### config.mk
export PLATFORM = sky130hd
export DESIGN_NAME = spi_master_tx_fifo_flat
export DESIGN_NICKNAME = d
export VERILOG_FILES = /design/src/rtl/spi_master_tx_fifo_if.sv /design/src/rtl/spi_master_tx_fifo.sv /design/src/flat_wrapper.sv
export SDC_FILE = /design/constraint.sdc
export NUM_CORES = 1
export LEC_CHECK = 0
export ABC_AREA = 1
export CORE_MARGIN = 2
export CORE_UTILIZATION = 35
export CTS_CLUSTER_SIZE = 30
export DETAILED_ROUTE_END_ITERATION = 16
export HOLD_SLACK_MARGIN = 0.08
export PLACE_DENSITY = 0.64
export SYNTH_ARGS = -nofsm -noshare
export SYNTH_HDL_FRONTEND = slang
export SYNTH_SLANG_ARGS = --single-unit
### constraint.sdc
create_clock -name HCLK -period 3.91 [get_ports HCLK]
set_clock_uncertainty 0.15 [all_clocks]
set_input_delay 0.391 -clock HCLK [delete_from_list [all_inputs] [get_ports HCLK]]
set_output_delay 0.391 -clock HCLK [all_outputs]
set_load 0.01 [all_outputs]
### src/rtl/spi_master_tx_fifo_if.sv
// Purpose: bundles the write-side and read-side handshake signals of the
//          SPI master TX FIFO so the APB front end, the FIFO and the SPI
//          shift controller can be wired with a single port.
// Signals:
//   clr_i      synchronous flush request
//   valid_i    write strobe from the APB interface
//   data_i     write data
//   ready_o    FIFO has space (not full)
//   valid_o    FIFO holds a word for the shift controller (not empty)
//   data_o     head-of-queue word
//   ready_i    shift controller consumes the head word
//   elements_o current occupancy
//   drop_o     one-cycle pulse after a write was rejected because full
// Modports: slave = FIFO side, master = producer/consumer side.
interface spi_master_tx_fifo_if #(
  parameter int DATA_WIDTH       = 32,
  parameter int BUFFER_DEPTH     = 8,
  parameter int LOG_BUFFER_DEPTH = $clog2(BUFFER_DEPTH)
);
  logic                      clr_i;
  logic                      valid_i;
  logic [DATA_WIDTH-1:0]     data_i;
  logic                      ready_o;
  logic                      valid_o;
  logic [DATA_WIDTH-1:0]     data_o;
  logic                      ready_i;
  logic [LOG_BUFFER_DEPTH:0] elements_o;
  logic                      drop_o;

  modport slave (
    input  clr_i, valid_i, data_i, ready_i,
    output ready_o, valid_o, data_o, elements_o, drop_o
  );

  modport master (
    output clr_i, valid_i, data_i, ready_i,
    input  ready_o, valid_o, data_o, elements_o, drop_o
  );
endinterface

### src/rtl/spi_master_tx_fifo.sv
// Purpose: TX data buffer between the SPI master APB interface and the SPI
//          shift controller. Words are stored in order and handed out on a
//          valid/ready handshake; occupancy is reported and writes arriving
//          while full are discarded and flagged with a one-cycle drop pulse.
// Ports:
//   HCLK     system clock, rising edge
//   HRESETn  asynchronous active-low reset
//   bus      spi_master_tx_fifo_if.slave (write, read, status and clear)
module spi_master_tx_fifo #(
  parameter int DATA_WIDTH       = 32,
  parameter int BUFFER_DEPTH     = 8,
  parameter int LOG_BUFFER_DEPTH = $clog2(BUFFER_DEPTH)
) (
  input  logic                  HCLK,
  input  logic                  HRESETn,
  spi_master_tx_fifo_if.slave   bus
);

  typedef logic [LOG_BUFFER_DEPTH-1:0] ptr_t;
  typedef logic [LOG_BUFFER_DEPTH:0]   cnt_t;

  localparam ptr_t PTR_LAST = ptr_t'(BUFFER_DEPTH - 1);
  localparam cnt_t CNT_FULL = cnt_t'(BUFFER_DEPTH);

  logic [DATA_WIDTH-1:0] mem [BUFFER_DEPTH];

  ptr_t wr_ptr_q, wr_ptr_d;
  ptr_t rd_ptr_q, rd_ptr_d;
  cnt_t count_q, count_d;
  logic drop_q, drop_d;

  logic full;
  logic empty;
  logic push;
  logic pop;

  // Full/empty come only from the registered count, so ready_o never
  // depends combinationally on ready_i. Clear masks both handshakes.
  always_comb begin
    full     = (count_q == CNT_FULL);
    empty    = (count_q == '0);
    push     = bus.valid_i & ~full & ~bus.clr_i;
    pop      = bus.ready_i & ~empty & ~bus.clr_i;
    wr_ptr_d = wr_ptr_q;
    rd_ptr_d = rd_ptr_q;
    count_d  = count_q;
    drop_d   = 1'b0;
    if (bus.clr_i) begin
      wr_ptr_d = '0;
      rd_ptr_d = '0;
      count_d  = '0;
    end else begin
      // Explicit wrap so depths that are not powers of two work.
      if (push) begin
        wr_ptr_d = (wr_ptr_q == PTR_LAST) ? '0 : wr_ptr_q + 1'b1;
      end
      if (pop) begin
        rd_ptr_d = (rd_ptr_q == PTR_LAST) ? '0 : rd_ptr_q + 1'b1;
      end
      case ({push, pop})
        2'b10:   count_d = count_q + 1'b1;
        2'b01:   count_d = count_q - 1'b1;
        default: count_d = count_q;
      endcase
      drop_d = bus.valid_i & full;
    end
  end

  always_ff @(posedge HCLK or negedge HRESETn) begin
    if (!HRESETn) begin
      wr_ptr_q <= '0;
      rd_ptr_q <= '0;
      count_q  <= '0;
      drop_q   <= 1'b0;
    end else begin
      wr_ptr_q <= wr_ptr_d;
      rd_ptr_q <= rd_ptr_d;
      count_q  <= count_d;
      drop_q   <= drop_d;
    end
  end

  // Storage is deliberately left out of reset; only pointers define content.
  always_ff @(posedge HCLK) begin
    if (push) begin
      mem[wr_ptr_q] <= bus.data_i;
    end
  end

  assign bus.ready_o    = ~full;
  assign bus.valid_o    = ~empty;
  assign bus.data_o     = mem[rd_ptr_q];
  assign bus.elements_o = count_q;
  assign bus.drop_o     = drop_q;

  // Pointer distance modulo depth; equals count except when full, where
  // the pointers coincide just as they do when empty.
  cnt_t ptr_span;
  always_comb begin
    if (wr_ptr_q >= rd_ptr_q) begin
      ptr_span = cnt_t'(wr_ptr_q) - cnt_t'(rd_ptr_q);
    end else begin
      ptr_span = cnt_t'(wr_ptr_q) + CNT_FULL - cnt_t'(rd_ptr_q);
    end
  end

  always_ff @(posedge HCLK) begin
    if (HRESETn) begin
      assert (full || (count_q == ptr_span));
      assert (count_q <= CNT_FULL);
    end
  end

endmodule

### src/flat_wrapper.sv
// flat-port wrapper written by rule: the top's interface ports become plain ports
module spi_master_tx_fifo_flat 
#(
  parameter int DATA_WIDTH       = 32,
  parameter int BUFFER_DEPTH     = 8,
  parameter int LOG_BUFFER_DEPTH = $clog2(BUFFER_DEPTH)
)
  (HCLK, HRESETn, bus_clr_i, bus_valid_i, bus_data_i, bus_ready_i, bus_ready_o, bus_valid_o, bus_data_o, bus_elements_o, bus_drop_o);
  spi_master_tx_fifo_if #(.DATA_WIDTH(DATA_WIDTH), .BUFFER_DEPTH(BUFFER_DEPTH), .LOG_BUFFER_DEPTH(LOG_BUFFER_DEPTH)) bus_i ();
  input  logic HCLK;
  input  logic HRESETn;
  input wire logic [$bits(bus_i.clr_i)-1:0] bus_clr_i;
  input wire logic [$bits(bus_i.valid_i)-1:0] bus_valid_i;
  input wire logic [$bits(bus_i.data_i)-1:0] bus_data_i;
  input wire logic [$bits(bus_i.ready_i)-1:0] bus_ready_i;
  output wire logic [$bits(bus_i.ready_o)-1:0] bus_ready_o;
  output wire logic [$bits(bus_i.valid_o)-1:0] bus_valid_o;
  output wire logic [$bits(bus_i.data_o)-1:0] bus_data_o;
  output wire logic [$bits(bus_i.elements_o)-1:0] bus_elements_o;
  output wire logic [$bits(bus_i.drop_o)-1:0] bus_drop_o;
  assign bus_i.clr_i = bus_clr_i;
  assign bus_i.valid_i = bus_valid_i;
  assign bus_i.data_i = bus_data_i;
  assign bus_i.ready_i = bus_ready_i;
  assign bus_ready_o = bus_i.ready_o;
  assign bus_valid_o = bus_i.valid_o;
  assign bus_data_o = bus_i.data_o;
  assign bus_elements_o = bus_i.elements_o;
  assign bus_drop_o = bus_i.drop_o;
  spi_master_tx_fifo #(.DATA_WIDTH(DATA_WIDTH), .BUFFER_DEPTH(BUFFER_DEPTH), .LOG_BUFFER_DEPTH(LOG_BUFFER_DEPTH)) u_core (.HCLK(HCLK), .HRESETn(HRESETn), .bus(bus_i));
endmodule
==> results.yml <==
placement:
  dpl-instance-area_um2: 11900
  hpwl_um: 13300
  final_weighted_congestion_in_routability_driven_placement: 0.757
  port_buffers: 75
setup_path:
  worstSetupPathType: "reg2out"
  setup.worst_path.start_class: "register"
  cell_repeated_most_along_the_worst_path: "o21ai_0"
  critical_path.cell_chain: "buf_12, o21ai_0, o21ai_0, a21oi_1, a31oi_1, clkdlybuf4s50_1"
  cp.arrival_ps: 2990
  rr_endpoint: "u_core.mem[5][6]"
  worst_r2r_path_depth: 6
  crit_fanout: 131
  crit_slowest_cell: "clkdlybuf4s50_1"
  reg2reg_slack_ps: 1340
  max_stage_delay_ps: 620
  critPathBufInv: 2
  cp-startpoint: "u_core.rd_ptr_q[0]"
  cp.required_ps: 3370
  worst_r2r_startpoint: "u_core.bus.elements_o[3]"
  end_kind: "primary output"
  cp_top_family: "buffers and inverters"
global_route:
  antenna_violations_before_repair: 0
  remaining_global_route_overflow: 0
  grt_usage_pct: 14.8
  first_pass_grt_wire_length_um: 36400
  grt_start_max_net_pins: 132
  via_count_of_the_first_global_routing_pass: 6547
route:
  drc: 0
  via_count: 6578
  drt_pre_antenna_iters: 5
  wl_per_cell_um: 17.5
  detail_route.iter0.violations: 553
  route.antenna.remaining_nets: 0
  routed_wirelength_um: 23200
  detail_route.vias_per_cell: 4.94
power:
  irDropWorstVdd_v: 0.000436
  power_switching_share_pct: 29.5
  total_leakage_power_nw: 4.30
  clock_power_share_pct: 32.3
  p_int_w: 0.00542
  pwr-share-seq_pct: 42.9
  power.density_cell_area_nw_per_um2: 602
  combinationalPowerShare_pct: 24.8
  power.net_switching_w: 0.00226
  post-layout-total-power_w: 0.00768
finish:
  post_route_cells_drive_above_1_share_pct: 7.97
  antenna-diode-count: 0
  nets: 964
  stdcell_area_um2: 12800
  syn_to_final_growth_pct: 19.6
yosys:
  synthMuxAreaShare_pct: 0
  yosys.cell_count.top_type: "edfxtp_1"
  synthesis.nets: 888
  synth-seq-cells: 267
  synth_sequential_area_ratio_pct: 74.7
  synth_top_area_share_pct: 72.1
  ys_warn_count: 0
  synth_commonest_cells: "edfxtp_1, nor2_1, o21ai_0"
  ys_types: 27
  ys_async_sr_fraction_pct: 4.12
  synth_compound_area_share_pct: 9.96
  synth-adder-area-share_pct: 0.892
  synth.area.top_cells: "edfxtp_1, nor2_1, o21ai_0"
  synth_ff_type: "edfxtp_1"
  synth_simple_gate_area_share_pct: 11.2
  synth_largest_area_cell: "edfxtp_1"
  synth-edff-count: 256
  synth-xor-area-share_pct: 0.0821
  synth_top_family_by_area: "simple AND/OR/NAND/NOR gates"
  synth_area_per_cell_um2: 12.6
  mappedNetlistArea_um2: 10700
  syn_inst: 844
floorplan:
  design.die.area_um2: 31900
  core_area_um2: 29800
  start_util_pct: 35.8
  chipHeight_um: 179
  die_x_um: 179
  boundaryPins: 76
  rows: 63
run:
  max-cap-violations: 0
sta:
  setup_tns_ps: 0
  worst_slew_margin_rel_pct: 46.2
  tcrit_tclk_final_pct: 90.4
  final_max_slew_viol_count: 0
  finalHoldViolCount: 0
  shortest_clock_period_the_worst_path_allows_after_layout_ps: 3530
  grt_setup_unrepaired: "false"
  finalSetupViolCount: 0
  max_clock_freq_mhz: 283
  least_margin_pin_slew_ps: 806
cts:
  clk_lat_worst_skew_ps: 540
  post-cts-setup-buffers: 0
  cts_resized: 0
  clk_path_buf_depth: 3
  tritoncts: "built"
  reg_clk_slew_reported_paths_ps: 60
  clock_sinks: 267
  h-tree-depth: 1
  cts_buffers: 29
  clock-root-buffer: "clkbuf_16"
min_path:
  timing.hold.worst_path_depth: 3
  type_of_the_most_critical_hold_path: "in2reg"
  hold_path_end: "u_core.bus.drop_o"
  hold_path_startpoint: "bus_valid_i"
run_status:
  status: "finished, final reports clean"
==> cell usage in the layout (no fill, tap or decap), types with 2 or more instances in the layout <==
master | netlist | routed
nor2_2 | 2 | 2
edfxtp_1 | 256 | 256
nand3_1 | 12 | 12
inv_1 | 8 | 7
buf_12 | 0 | 7
o21ai_1 | 14 | 14
clkbuf_1 | 17 | 4
clkbuf_16 | 0 | 29
buf_4 | 4 | 10
dfrtp_1 | 11 | 9
a31oi_1 | 32 | 32
a21oi_1 | 33 | 33
nor2_4 | 1 | 9
nor2_1 | 171 | 163
clkinv_2 | 0 | 6
ha_1 | 6 | 6
nand2_1 | 118 | 118
clkdlybuf4s50_1 | 0 | 75
nand2_2 | 4 | 4
o21ai_0 | 122 | 122
clkinv_1 | 1 | 11
==> worst max-delay path by stage <==
stage / endpoint / slack (ps) / depth (start not counted)
finish: bus_data_o[16] / 380 / 6
global placement: u_core.mem[5][8] / 850 / 7
detailed placement: u_core.mem[5][8] / 790 / 7
floorplan: u_core.mem[0][0] / 970 / 4
global route: bus_data_o[16] / 170 / 6
CTS: bus_data_o[16] / 310 / 6
==> logic make-up after synthesis <==
family | count (synthesis)
AND/OR/NAND/NOR | 308
flip-flops | 267
AO/OA/AOI/OAI | 203
buffers and inverters | 58
adder cells (fa/ha/maj) | 7
XOR/XNOR | 1
==> power groups by stage <==
| stage | Combinational (W) | Clock [W] | Sequential (W) |
|---|---|---|---|
| final | 0.00190 | 0.00248 | 0.00330 |
| after floorplan | 0.00116 | 0 | 0.00336 |
| after global routing | 0.00212 | 0.00266 | 0.00331 |
| after detailed placement | 0.00193 | 0 | 0.00336 |
| after CTS | 0.00194 | 0.00254 | 0.00330 |
| after global placement | 0.00191 | 0 | 0.00335 |
==> through the flow <==
step | cells | util [%] | setup slack, ps | hold WS, ps
floorplan | 844 | - | 967 | -54.6
global placement | 1278 | 39.9 | 845 | 406
detailed placement | 1278 | 39.9 | 792 | 407
CTS | 1331 | 42.8 | 307 | 344
global route | 1331 | 42.8 | 175 | 384
finish | 1331 | 42.8 | 375 | 367
==> tightest hold or removal path, stage by stage <==
cell             delay, ps
clkdlybuf4s50_1        440
nand2_1                130
nor2_1                  60
==> sequential cells by signal (all words and copies together), names as in the netlist <==
name	count
u_core.bus.drop_o	1
u_core.bus.elements_o	4
u_core.mem	256
u_core.rd_ptr_q	3
u_core.wr_ptr_q	3
==> routing by layer <==
layer	global-route usage [%]	part of all wire [%]	vias up
li1	-	-	3183
met2	25.0	49	172
met3	2.26	4.6	33
met1	19.8	45	3190
met5	0	0	-
met4	4.37	2.2	0
==> repair_timing <==
item / 4_1_cts / 5_1_grt
hold buffers: 1 / 0
endpoints found under the hold margin: 11 / 0
setup endpoints to repair: 0 / 0
==> final cells by class <==
| type | count | area (µm²) |
|---|---|---|
| repair buffers | 93 | 976 |
| fillers | 2741 | 17000 |
| inverters | 10 | 38.8 |
| multi-input cells | 519 | 2420 |
| clock buffers | 33 | 741 |
| clock inverters | 19 | 120 |
| flip-flops and latches | 267 | 7970 |
| well taps | 390 | 488 |
(Power assumes the default switching activity.)
